File: config.mk
export PLATFORM = sky130hd
export DESIGN_NAME = prio_decod_8b_flat
export DESIGN_NICKNAME = d
export VERILOG_FILES = /design/src/rtl/prio_pkg.sv /design/src/rtl/prio_decod_8b_if.sv /design/src/rtl/prio_fifo2.sv /design/src/rtl/prio_decod_8b.sv /design/src/flat_wrapper.sv
export SDC_FILE = /design/constraint.sdc
export NUM_CORES = 1
export LEC_CHECK = 0
export CORE_MARGIN = 2
export CORE_UTILIZATION = 50
export DETAILED_ROUTE_END_ITERATION = 7
export GPL_TIMING_DRIVEN = 0
export HOLD_SLACK_MARGIN = 0.1
export PLACE_DENSITY = 0.75
export SLEW_MARGIN = 20
export SYNTH_ARGS = -nofsm -noshare
export SYNTH_HDL_FRONTEND = slang
export SYNTH_SLANG_ARGS = --single-unit
File: constraint.sdc
create_clock -name clk -period 2.1 [get_ports clk]
set_input_delay 0.21 -clock clk [delete_from_list [all_inputs] [get_ports clk]]
set_output_delay 0.21 -clock clk [all_outputs]
set_load 0.02 [all_outputs]
File: src/rtl/prio_pkg.sv
// Shared types and constants for the 8-way grant decoder: index/grant widths,
// hold-counter width, FSM state encoding and the index-to-one-hot helper.
package prio_pkg;

  localparam int N_REQ  = 8;
  localparam int IDX_W  = 3;
  localparam int HOLD_W = 8;

  typedef logic [IDX_W-1:0]  idx_t;
  typedef logic [N_REQ-1:0]  grant_t;
  typedef logic [HOLD_W-1:0] hold_t;

  typedef enum logic [1:0] {
    IDLE  = 2'd0,
    DRIVE = 2'd1,
    GAP   = 2'd2
  } state_t;

  function automatic grant_t idx_to_onehot(input idx_t idx);
    grant_t g;
    g      = '0;
    g[idx] = 1'b1;
    return g;
  endfunction

endpackage

File: src/rtl/prio_decod_8b_if.sv
// Index-in / grant-out bundle between the request encoder, the decoder and
// the eight request owners.
interface prio_decod_8b_if;
  import prio_pkg::*;

  idx_t   in_idx;
  logic   in_valid;
  logic   in_ready;
  grant_t onehot;
  logic   out_valid;
  logic   out_ack;
  logic   timeout;
  logic   busy;

  modport master (
    output in_idx, in_valid, out_ack,
    input  in_ready, onehot, out_valid, timeout, busy
  );

  modport slave (
    input  in_idx, in_valid, out_ack,
    output in_ready, onehot, out_valid, timeout, busy
  );

endinterface

File: src/rtl/prio_fifo2.sv
// Two-entry index FIFO with 1-bit wrapping pointers and an explicit occupancy
// count; push is ignored when full and pop is ignored when empty.
module prio_fifo2
  import prio_pkg::*;
(
  input  logic clk,
  input  logic rst_n,
  input  logic push,
  input  logic pop,
  input  idx_t din,
  output idx_t dout,
  output logic full,
  output logic empty
);

  idx_t       mem [2];
  logic       wr_ptr;
  logic       rd_ptr;
  logic [1:0] count;
  logic       do_push;
  logic       do_pop;

  assign full    = (count == 2'd2);
  assign empty   = (count == 2'd0);
  assign do_push = push && !full;
  assign do_pop  = pop && !empty;
  assign dout    = mem[rd_ptr];

  // NOTE: storage is deliberately left unreset; count gates every read, so
  // stale contents are never observed and reset stays off the data path.
  always_ff @(posedge clk) begin
    if (do_push) mem[wr_ptr] <= din;
  end

  // NOTE: sequential state uses non-blocking assignments so every register
  // samples pre-edge values regardless of process evaluation order.
  always_ff @(posedge clk or negedge rst_n) begin
    if (!rst_n) begin
      wr_ptr <= 1'b0;
      rd_ptr <= 1'b0;
      count  <= 2'd0;
    end else begin
      if (do_push) wr_ptr <= ~wr_ptr;
      if (do_pop)  rd_ptr <= ~rd_ptr;
      case ({do_push, do_pop})
        2'b10:   count <= count + 2'd1;
        2'b01:   count <= count - 2'd1;
        default: count <= count;
      endcase
    end
  end

  a_count_range: assert property (@(posedge clk) disable iff (!rst_n)
    count <= 2'd2);

endmodule

File: src/rtl/prio_decod_8b.sv
// Sequential 3-to-8 grant decoder: buffers encoder indices in a 2-deep FIFO and
// replays each as a held one-hot grant, released by ack or a hold timeout.
module prio_decod_8b
  import prio_pkg::*;
#(
  parameter int unsigned HOLD_MAX = 16
) (
  input logic            clk,
  input logic            rst_n,
  prio_decod_8b_if.slave bus
);

  localparam bit    TO_EN = (HOLD_MAX != 0);
  localparam hold_t TERM  = (HOLD_MAX == 0) ? hold_t'(0) : hold_t'(HOLD_MAX - 1);

  state_t state_q, state_d;
  hold_t  hold_q,  hold_d;
  grant_t onehot_q, onehot_d;

  idx_t   head;
  logic   fifo_full;
  logic   fifo_empty;
  logic   pop;
  logic   terminal;

  prio_fifo2 u_fifo (
    .clk   (clk),
    .rst_n (rst_n),
    .push  (bus.in_valid),
    .pop   (pop),
    .din   (bus.in_idx),
    .dout  (head),
    .full  (fifo_full),
    .empty (fifo_empty)
  );

  assign terminal = TO_EN && (hold_q == TERM);

  // NOTE: every always_comb output gets a default first so no path through
  // the case statement can leave a value unassigned and infer a latch.
  always_comb begin
    state_d  = state_q;
    hold_d   = hold_q;
    onehot_d = onehot_q;
    pop      = 1'b0;
    case (state_q)
      IDLE: begin
        onehot_d = '0;
        if (!fifo_empty) begin
          pop      = 1'b1;
          onehot_d = idx_to_onehot(head);
          hold_d   = '0;
          state_d  = DRIVE;
        end
      end
      DRIVE: begin
        if (hold_q != '1) hold_d = hold_q + hold_t'(1);
        if (bus.out_ack || terminal) begin
          onehot_d = '0;
          state_d  = GAP;
        end
      end
      GAP: begin
        onehot_d = '0;
        state_d  = IDLE;
      end
      default: begin
        onehot_d = '0;
        state_d  = IDLE;
      end
    endcase
  end

  always_ff @(posedge clk or negedge rst_n) begin
    if (!rst_n) begin
      state_q  <= IDLE;
      hold_q   <= '0;
      onehot_q <= '0;
    end else begin
      state_q  <= state_d;
      hold_q   <= hold_d;
      onehot_q <= onehot_d;
    end
  end

  // Timeout is gated by ack so an ack in the terminal cycle wins over the drop.
  assign bus.timeout   = (state_q == DRIVE) && terminal && !bus.out_ack;
  assign bus.onehot    = onehot_q;
  assign bus.out_valid = (state_q == DRIVE);
  assign bus.in_ready  = !fifo_full;
  assign bus.busy      = !fifo_empty || (state_q != IDLE);

  a_grant_onehot: assert property (@(posedge clk) disable iff (!rst_n)
    bus.out_valid |-> $onehot(bus.onehot));
  a_grant_zero:   assert property (@(posedge clk) disable iff (!rst_n)
    !bus.out_valid |-> (bus.onehot == '0));
  a_timeout_drv:  assert property (@(posedge clk) disable iff (!rst_n)
    bus.timeout |-> bus.out_valid);

endmodule

File: src/flat_wrapper.sv
// flat-port wrapper written by rule: the top's interface ports become plain ports
module prio_decod_8b_flat import prio_pkg::*;
#(
  parameter int unsigned HOLD_MAX = 16
)
  (clk, rst_n, bus_in_idx, bus_in_valid, bus_out_ack, bus_in_ready, bus_onehot, bus_out_valid, bus_timeout, bus_busy);
  prio_decod_8b_if bus_i ();
  input logic clk;
  input logic rst_n;
  input wire logic [$bits(bus_i.in_idx)-1:0] bus_in_idx;
  input wire logic [$bits(bus_i.in_valid)-1:0] bus_in_valid;
  input wire logic [$bits(bus_i.out_ack)-1:0] bus_out_ack;
  output wire logic [$bits(bus_i.in_ready)-1:0] bus_in_ready;
  output wire logic [$bits(bus_i.onehot)-1:0] bus_onehot;
  output wire logic [$bits(bus_i.out_valid)-1:0] bus_out_valid;
  output wire logic [$bits(bus_i.timeout)-1:0] bus_timeout;
  output wire logic [$bits(bus_i.busy)-1:0] bus_busy;
  assign bus_i.in_idx = bus_in_idx;
  assign bus_i.in_valid = bus_in_valid;
  assign bus_i.out_ack = bus_out_ack;
  assign bus_in_ready = bus_i.in_ready;
  assign bus_onehot = bus_i.onehot;
  assign bus_out_valid = bus_i.out_valid;
  assign bus_timeout = bus_i.timeout;
  assign bus_busy = bus_i.busy;
  prio_decod_8b #(.HOLD_MAX(HOLD_MAX)) u_core (.clk(clk), .rst_n(rst_n), .bus(bus_i));
endmodule
==> flow_summary_export.csv, run 1 <==
group,metric,value,unit
clock_tree,clk_latency,0.32,ns
worst_setup_path,end_kind,"output port",
synthesis,synth_area,1250,um^2
sta,setup_viol,0,
power_and_ir_drop,cellLeakagePower,0.653,nW
sta,fin_crit,1.98,ns
worst_setup_path,worst_setup_path_start_kind,"flip-flop",
worst_setup_path,worstReg2RegEnd,"u_core.u_fifo.count[1]$_DFFE_PN0P_",
sta,fin_skew,0.0120,ns
worst_setup_path,crit_start,"u_core.state_q[1]$_DFFE_PN0P_",
synthesis,synth_most_common_cell,"dfrtp_1",
power_and_ir_drop,ir_drop,0.803,mV
placed_design,gp_congestion,0.766,
synthesis,yosysSeqAreaShare,58.6,%
worst_setup_path,endpoint,"bus_out_valid",
synthesis,syn_nets,118,
placed_design,preCtsSetupSlack,0.0838,ns
flow_run,max-cap-violations,0,
drt,highest-signal-layer,"met4",
cells_and_area,antenna_cells,0,
floorplan,die_x,54.0,um
sta,hold_ws,0.358,ns
synthesis,synth_top_area_cell,"dfrtp_1",
worst_setup_path,worstPathRequired,1.89,ns
drt,ant_nets,0,
global_route,grt_pass1_wl,3650,um
sta,hold_viol,0,
sta,tns,0,ns
drt,vias_per_cell,5.69,
worst_setup_path,worst_ep_arrival_time,1.77,ns
power_and_ir_drop,total_power,0.00202,W
drt,routed_wl,2280,um
clock_tree,numCtsBuffers,3,
floorplan,die-area,2910,um^2
sta,relSlewSlack,60.3,%
synthesis,yosys_warnings,0,
drt,detail_route.iter0.violations,19,
worst_setup_path,crit_type,"flip-flop to output port",
synthesis,async_flop_share,78.6,%
sta,grt_setup_unrepaired,"false",
global_route,antenna_found_initial,0,
synthesis,syn_inst,109,
worst_setup_path,reg2reg_slack,0.41,ns
sta,finalMaxSlewViolations,0,
sta,worst_slew_pin_slew,0.593,ns
floorplan,die_y,54.0,um
sta,max_freq,505,MHz
clock_tree,path_clk_slew,0.16,ns
synthesis,ys.flop_type,"dfrtp_1",
drt,drc,0,
global_route,track_usage,17.6,%
drt,m1WireLength,1050,um
worst_setup_path,r2r-start,"u_core.u_fifo.count[1]$_DFFE_PN0P_",
clock_tree,cts_setup_buffers,0,
clock_tree,cts-root-buf,"clkbuf_4",
worst_setup_path,path_max_fanout,9,
synthesis,synth_edf_count,6,
worst_setup_path,rr_worst_depth,6,
clock_tree,clock_sinks,28,
floorplan,pin_count,19,
synthesis,ys_types,37,
floorplan,start_util,51.8,%
worst_setup_path,cpMaxStageDelayCell,"clkdlybuf4s50_1",
power_and_ir_drop,power.density,1330,nW/um^2
floorplan,rows,18,
cells_and_area,drive_above_1_share,10.6,%
drt,vias,921,
clock_tree,htree_levels,1,
placed_design,port_buffers,18,
drt,dr_wl_met2,1130,um
floorplan,floorplan.core_area,2410,um^2
worst_setup_path,path_cells,"nand2b_1 > buf_2 > inv_2 > clkdlybuf4s50_1",
worst_setup_path,slowest_delay,0.63,ns
hold_path,hp-class,"input pin to async pin",
outcome,status,"complete, no violations",
drt,wl_per_cell,14.1,um
sta,fin_ws,0.119,ns
placed_design,hpwl,1670,um
synthesis,yosys-top-cells-count,"22 x dfrtp_1, 9 x a22o_1, 8 x nand2_1",
sta,period_share,94.3,%
cells_and_area,layout.nets,142,
global_route,grt_overflow,0,
synthesis,synth_area_per_cell,11.4,um^2
global_route,grt_pass1_vias,888,
synthesis,synth-seq-cells,28,
synthesis,synth_top_area_share,44.1,%
synthesis,synthTopCellsByArea,"dfrtp_1 44%, edfxtp_1 14%, a22o_1 6.3%, xnor2_1 2.8%, a21oi_1 2.4%",
clock_tree,tritoncts,"done",
cells_and_area,area_delta_synth_final,21.7,%
global_route,grt_max_degree,23,
drt,drtPass1Iterations,4,
drt,dr_wl_met3,89,um
clock_tree,clock_path_buffers,2,
-- power breakdown --
part           switching, W  total [W]  leakage (nW)  internal, W
Sequential         0.000113   0.000830         0.346     0.000716
Clock              0.000158   0.000351        0.0279     0.000193
Combinational      0.000483   0.000840         0.279     0.000357
-- cell type report --
| cell class | instances | area (um^2) |
|---|---|---|
| buffer | 2 | 8.76 |
| fill | 199 | 892 |
| multi-input combinational | 72 | 482 |
| clock buffer | 3 | 22.5 |
| inverter | 7 | 26.3 |
| sequential | 28 | 731 |
| clock inverter | 1 | 30.0 |
| timing repair buffer | 19 | 180 |
| tap | 30 | 37.5 |
-- cell families (layout without fill, tap and decap cells) --
kind of cell    after synthesis  after routing  synth area share, %
compound gates               30             30                 17.8
xor+xnor                      5              5                 3.51
fa+ha+maj                     2              2                 2.01
buf+inv                       9             32                 2.81
flops                        28             28                 58.6
mux                           1              1                0.802
simple gates                 34             34                 14.5
-- worst min path at each step --
stage                     cells past startpoint  slack, ns                              from                           endpoint
final                                         2       0.36                             rst_n   u_core.bus.onehot[0]$_DFFE_PN0P_
after global routing                          2       0.39                             rst_n       u_core.hold_q[7]$_DFFE_PN0P_
after CTS                                     1       0.44                     bus_in_idx[1]  u_core.u_fifo.mem[0][1]$_DFFE_PP_
after detailed placement                      1       0.49  u_core.u_fifo.wr_ptr$_DFFE_PN0P_   u_core.u_fifo.wr_ptr$_DFFE_PN0P_
after global placement                        1       0.49  u_core.u_fifo.wr_ptr$_DFFE_PN0P_   u_core.u_fifo.wr_ptr$_DFFE_PN0P_
after floorplan                               0      -0.09                             rst_n   u_core.bus.onehot[0]$_DFFE_PN0P_
-- layer usage --
layer / global-route usage, % / vias to the layer above
met3: 2.50 / 2
met5: 0 / -
met2: 28.3 / 22
li1: - / 446
met1: 23.4 / 451
met4: 8.12 / 0
-- sequential cells by signal (all words and copies together), names as in the netlist --
register,flops
u_core.u_fifo.count,2
u_core.u_fifo.mem,6
u_core.bus.onehot,8
u_core.u_fifo.rd_ptr,1
u_core.state_q,2
u_core.u_fifo.wr_ptr,1
u_core.hold_q,8
-- layout by cell type (no fill, tap or decap), drive strengths merged --
| cell | instances |
|---|---|
| a21boi | 1 |
| o22ai | 1 |
| o41ai | 2 |
| and3 | 2 |
| or3 | 1 |
| or4 | 1 |
| o21ai | 5 |
| inv | 7 |
| nand2 | 8 |
| nor3 | 2 |
| nor4 | 1 |
| nor2b | 1 |
| clkbuf | 5 |
| dfrtp | 22 |
| o311ai | 2 |
| and2 | 1 |
| dlygate4sd3 | 1 |
| o21a | 2 |
| buf | 2 |
| nand2b | 2 |
| o32ai | 1 |
| or2 | 1 |
| ha | 2 |
| xor2 | 1 |
| bufinv | 1 |
| clkdlybuf4s50 | 16 |
| nand4 | 1 |
| edfxtp | 6 |
| xnor2 | 4 |
| nand3 | 5 |
| a22o | 9 |
| mux2i | 1 |
| nor2 | 8 |
| o211ai | 1 |
| a21oi | 6 |
-- per-stage QoR --
stage | area [um^2] | utilization, % | cells
6_report | 1520 | 63.0 | 162
5_1_grt | 1520 | 63.0 | 162
3_5_place_dp | 1470 | 60.8 | 157
3_3_place_gp | 1470 | 60.8 | 157
4_1_cts | 1520 | 63.0 | 161
2_1_floorplan | 1250 | - | 109
-- worst max-delay path, delay by kind of cell, from the launching register on --
family | cells | cell delay [ns]
buffers and inverters | 3 | 0.93
flip-flops | 1 | 0.40
AND/OR/NAND/NOR | 1 | 0.13
-- timing repair --
item / in CTS / in global routing
endpoints found under the setup margin: 1 / 1
gates resized for setup: 2 / 2
endpoints found under the hold margin: 0 / 22
hold buffers: 0 / 1
(Power assumes the default switching activity.)
==> run 2, diff against run 1 <==
- CAP_MARGIN: default -> 40
==> run 2 against run 1 <==
Routed wire length up 3.7%. Hold slack worse by 0.13 ns. First-iteration DRC count down 53%. Sequential power about the same. Critical path depth unchanged. Non-clock buffer count unchanged. Clock-buffer cell count unchanged. Largest cell class unchanged. Clock power down 1%. Critical endpoint unchanged. Via count down 1.3%. Highest routed layer unchanged. Register-to-register slack about the same. Maximum frequency down 0.72%.
==> flow_summary_export.csv, run 2 (same netlist as run 1, synthesis figures left out) <==
group,metric,value,unit
outcome,status,"complete, no violations",
clock_tree,numCtsBuffers,3,
cells_and_area,layout.nets,142,
floorplan,pin_count,19,
drt,ant_nets,0,
worst_setup_path,path_max_fanout,9,
sta,worst_slew_pin_slew,0.617,ns
floorplan,die_y,54.0,um
worst_setup_path,cpMaxStageDelayCell,"clkdlybuf4s50_1",
sta,hold_viol,0,
drt,routed_wl,2360,um
clock_tree,clk_latency,0.32,ns
worst_setup_path,path_cells,"nand2b_1 > buf_2 > inv_2 > clkdlybuf4s50_1",
sta,setup_viol,0,
global_route,grt_pass1_wl,3930,um
cells_and_area,antenna_cells,0,
sta,relSlewSlack,58.6,%
floorplan,die-area,2910,um^2
clock_tree,tritoncts,"done",
cells_and_area,layout_commonest_cell,"dfrtp_1",
global_route,grt_max_degree,17,
drt,wl_per_cell,14.6,um
cells_and_area,area_delta_synth_final,22.5,%
global_route,track_usage,18.8,%
floorplan,die_x,54.0,um
power_and_ir_drop,ir_drop,0.793,mV
worst_setup_path,worstPathRequired,1.89,ns
clock_tree,clock_sinks,28,
floorplan,start_util,51.8,%
cells_and_area,fin_area,1530,um^2
cells_and_area,fin_util,63.4,%
cells_and_area,final_cells,162,
sta,finalMaxSlewViolations,0,
drt,drtPass1Iterations,4,
clock_tree,clock_path_buffers,2,
sta,fin_skew,0.00746,ns
cells_and_area,n_fill_cell,198,
sta,max_freq,501,MHz
drt,drc,0,
worst_setup_path,slowest_delay,0.63,ns
hold_path,hp-class,"input pin to async pin",
sta,fin_crit,2.00,ns
clock_tree,cts_setup_buffers,0,
global_route,grt_overflow,0,
placed_design,place_area,1480,um^2
worst_setup_path,reg2reg_slack,0.40,ns
worst_setup_path,worst_setup_path_start_kind,"flip-flop",
power_and_ir_drop,total_power,0.00203,W
sta,grt_setup_unrepaired,"false",
worst_setup_path,rr_worst_depth,6,
cells_and_area,drive_above_1_share,10.6,%
placed_design,hpwl,1760,um
placed_design,dp_cells,158,
drt,detail_route.iter0.violations,9,
global_route,grt_pass1_vias,966,
clock_tree,path_clk_slew,0.15,ns
worst_setup_path,crit_type,"flip-flop to output port",
cells_and_area,final_cell_mix,"22 x dfrtp_1, 17 x clkdlybuf4s50_1, 9 x a22o_1, 8 x nand2_1, 7 x nor2_1",
worst_setup_path,end_kind,"output port",
drt,vias,909,
placed_design,port_buffers,18,
clock_tree,cts-root-buf,"clkbuf_4",
worst_setup_path,worst_ep_arrival_time,1.79,ns
global_route,antenna_found_initial,0,
sta,tns,0,ns
floorplan,rows,18,
flow_run,max-cap-violations,0,
drt,vias_per_cell,5.61,
power_and_ir_drop,cellLeakagePower,0.656,nW
placed_design,gp_congestion,0.766,
power_and_ir_drop,power.density,1330,nW/um^2
sta,period_share,95.0,%
clock_tree,htree_levels,1,
floorplan,floorplan.core_area,2410,um^2
## run 2: cell types whose count changed in the layout (fill, tap and decap cells not counted)
| cell | change |
|---|---|
| buf_2 | -1 |
| buf_8 | +1 |
| clkdlybuf4s50_1 | +1 |
| dlygate4sd3_1 | -1 |
## run 2: power breakdown
group / total, W / internal, W / leakage (nW) / switching [W]
clock: 0.000347 / 0.000193 / 0.0279 / 0.000154
sequential: 0.000833 / 0.000716 / 0.346 / 0.000116
combinational: 0.000852 / 0.000360 / 0.282 / 0.000491
## run 2: cell type report
type | count | area, um^2 | area share [%]
plain buffers | 2 | 8.76 | 0.573
clock buffers | 3 | 22.5 | 1.47
repair buffers | 19 | 190 | 12.4
well taps | 30 | 37.5 | 2.46
clock inverters | 1 | 30.0 | 1.97
multi-input cells | 72 | 482 | 31.5
flip-flops and latches | 28 | 731 | 47.8
inverters | 7 | 26.3 | 1.72
## run 2: through the flow
stage	worst slack, ns	hold WS [ns]
final	0.105	0.228
after global routing	0.0373	0.259
after CTS	0.000452	0.238
after detailed placement	0.0585	0.485
after global placement	0.108	0.485
after floorplan	0.294	-0.0856
## run 2: timing repair
action                                  in CTS  in global routing
hold endpoints to repair                     0                  0
resized for setup                            3                  1
endpoints found under the setup margin       1                  1
hold buffers                                 0                  0
## run 2: per-layer routing
layer	global-route usage, %	vias to the layer above	wire [um]
met5	0	-	0
met4	8.12	0	12
met3	2.50	2	87
met2	32.3	18	1200
met1	23.4	443	1060
li1	-	446	-
## run 2: final timing paths
kind,to,start
max,bus_out_valid,u_core.state_q[1]$_DFFE_PN0P_
min,u_core.bus.onehot[6]$_DFFE_PN0P_,rst_n
min in group clk,u_core.u_fifo.mem[0][1]$_DFFE_PP_,bus_in_idx[1]
min reg2reg,u_core.u_fifo.wr_ptr$_DFFE_PN0P_,u_core.u_fifo.wr_ptr$_DFFE_PN0P_
max in group asynchronous,u_core.hold_q[3]$_DFFE_PN0P_,rst_n
max reg2reg,u_core.u_fifo.count[1]$_DFFE_PN0P_,u_core.u_fifo.count[1]$_DFFE_PN0P_
## run 2: worst max-delay path, delay by kind of cell (launching register included)
family / cells / cell delay [ns]
buffers and inverters: 3 / 0.93
DFF: 1 / 0.40
and+or+nand+nor: 1 / 0.13
==> run 3, diff against run 2 <==
- CAP_MARGIN: 40 -> default
- GPL_TIMING_DRIVEN: 0 -> default
==> run 3 against run 2 <==
Sequential power grew 2.5%. Largest cell class unchanged. Critical path type unchanged. Via count grew 4.5%. Worst setup slack gained 0.0021 ns. Global-route usage shrank 0.20 points. Register-to-register slack is essentially flat.
==> flow_summary_export.csv, run 3 (same netlist as run 1, synthesis figures left out) <==
group,metric,value,unit
hold_path,hp-class,"input pin to async pin",
floorplan,rows,18,
floorplan,start_util,51.8,%
cells_and_area,final_cell_mix,"22 x dfrtp_1, 17 x clkdlybuf4s50_1, 9 x a22o_1, 8 x nand2_1, 7 x nor2_1",
sta,relSlewSlack,74.1,%
worst_setup_path,worst_ep_arrival_time,1.78,ns
clock_tree,tritoncts,"done",
global_route,grt_max_degree,23,
placed_design,hpwl,1740,um
sta,max_freq,502,MHz
worst_setup_path,worstPathRequired,1.89,ns
worst_setup_path,path_max_fanout,8,
drt,drtPass1Iterations,5,
drt,routed_wl,2340,um
drt,drc,0,
drt,detail_route.iter0.violations,12,
sta,fin_ws,0.107,ns
outcome,status,"complete, no violations",
worst_setup_path,rr_worst_depth,6,
cells_and_area,drive_above_1_share,12.6,%
sta,grt_setup_unrepaired,"false",
floorplan,die-area,2910,um^2
cells_and_area,area_delta_synth_final,22.1,%
worst_setup_path,reg2reg_slack,0.41,ns
cells_and_area,final_cells,165,
drt,ant_nets,0,
power_and_ir_drop,ir_drop,0.897,mV
global_route,grt_overflow,0,
sta,period_share,94.9,%
cells_and_area,n_fill_cell,194,
clock_tree,htree_levels,1,
clock_tree,numCtsBuffers,3,
clock_tree,cts-root-buf,"clkbuf_4",
placed_design,dp_cells,161,
clock_tree,path_clk_slew,0.14,ns
worst_setup_path,worst_setup_path_start_kind,"flip-flop",
worst_setup_path,worstReg2RegEnd,"u_core.hold_q[7]$_DFFE_PN0P_",
sta,tns,0,ns
cells_and_area,multi_input_area,482,um^2
cells_and_area,fin_util,63.2,%
cells_and_area,antenna_cells,0,
placed_design,port_buffers,18,
drt,vias_per_cell,5.76,
sta,setup_viol,0,
floorplan,floorplan.core_area,2410,um^2
placed_design,preCtsSetupSlack,0.130,ns
power_and_ir_drop,power.density,1260,nW/um^2
floorplan,die_y,54.0,um
floorplan,pin_count,19,
clock_tree,clock_sinks,28,
sta,finalMaxSlewViolations,0,
sta,hold_viol,0,
global_route,antenna_found_initial,0,
power_and_ir_drop,cellLeakagePower,0.660,nW
floorplan,die_x,54.0,um
drt,vias,950,
worst_setup_path,crit_type,"flip-flop to output port",
sta,fin_skew,0.000805,ns
cells_and_area,layout_commonest_cell,"dfrtp_1",
clock_tree,cts_hold_buf,0,
sta,worst_slew_pin_slew,0.389,ns
drt,wl_per_cell,14.2,um
placed_design,gp_congestion,0.704,
cells_and_area,seq_area,731,um^2
cells_and_area,layout.nets,145,
clock_tree,clk_latency,0.32,ns
worst_setup_path,end_kind,"output port",
worst_setup_path,r2r-start,"u_core.hold_q[0]$_DFFE_PN0P_",
global_route,track_usage,18.6,%
global_route,grt_pass1_vias,890,
clock_tree,cts_setup_buffers,0,
clock_tree,clock_path_buffers,2,
flow_run,max-cap-violations,0,
global_route,grt_pass1_wl,3730,um
sta,fin_crit,1.99,ns
run 3: cell types whose count changed in the layout (fill, tap and decap cells not counted):
cell       before  now
buf_2           1    0
buf_4           0    6
buf_8           1    0
bufinv_16       1    0
clkbuf_1        1    0
clkinv_1        0    1
run 3: timing repair:
| item | 4_1_cts | 5_1_grt |
|---|---|---|
| pin swaps | 0 | 0 |
| resized for setup | 1 | 3 |
| setup endpoints to repair | 1 | 1 |
run 3: how the worst max path moves through the flow:
stage                                       start  cells past startpoint  slack [ns]            end
finish              u_core.state_q[1]$_DFFE_PN0P_                      4        0.11  bus_out_valid
floorplan            u_core.hold_q[5]$_DFFE_PN0P_                      2        0.29    bus_timeout
global route        u_core.state_q[1]$_DFFE_PN0P_                      4        0.05  bus_out_valid
detailed placement   u_core.hold_q[4]$_DFFE_PN0P_                      3        0.13    bus_timeout
CTS                  u_core.hold_q[4]$_DFFE_PN0P_                      3        0.04    bus_timeout
global placement     u_core.hold_q[4]$_DFFE_PN0P_                      3        0.15    bus_timeout
run 3: power breakdown:
part | switching (W) | internal, W | total [W]
registers | 0.000137 | 0.000717 | 0.000854
logic | 0.000459 | 0.000384 | 0.000842
clock network | 0.000150 | 0.0000696 | 0.000220
run 3: stage by stage:
stage | power (W) | hold WS [ns] | instance area (um^2)
after detailed placement | 0.00171 | 0.477 | 1500
final | 0.00192 | 0.214 | 1520
after floorplan | 0.00141 | -0.0856 | 1250
after global placement | 0.00168 | 0.482 | 1500
after global routing | 0.00206 | 0.240 | 1520
after CTS | 0.00193 | 0.214 | 1530
run 3: final cells by class:
class,instances,area share [%]
inverters,7,1.73
flip-flops and latches,28,48.0
well taps,30,2.47
repair buffers,24,14.5
clock buffers,3,1.48
multi-input cells,72,31.6
clock inverters,1,0.247
run 3: critical path, cell delays in order, from the launching register on:
cell and delay (ns):
dfrtp_1 0.40, nand2b_1 0.17, buf_4 0.18, inv_2 0.10
clkdlybuf4s50_1 0.61
run 3: per-layer routing:
layer	routed length, um	up-vias	global-route usage [%]
met3	154	8	3.61
met5	0	-	0
li1	-	452	-
met1	1040	446	24.0
met4	53	0	10.3
met2	1090	44	29.3
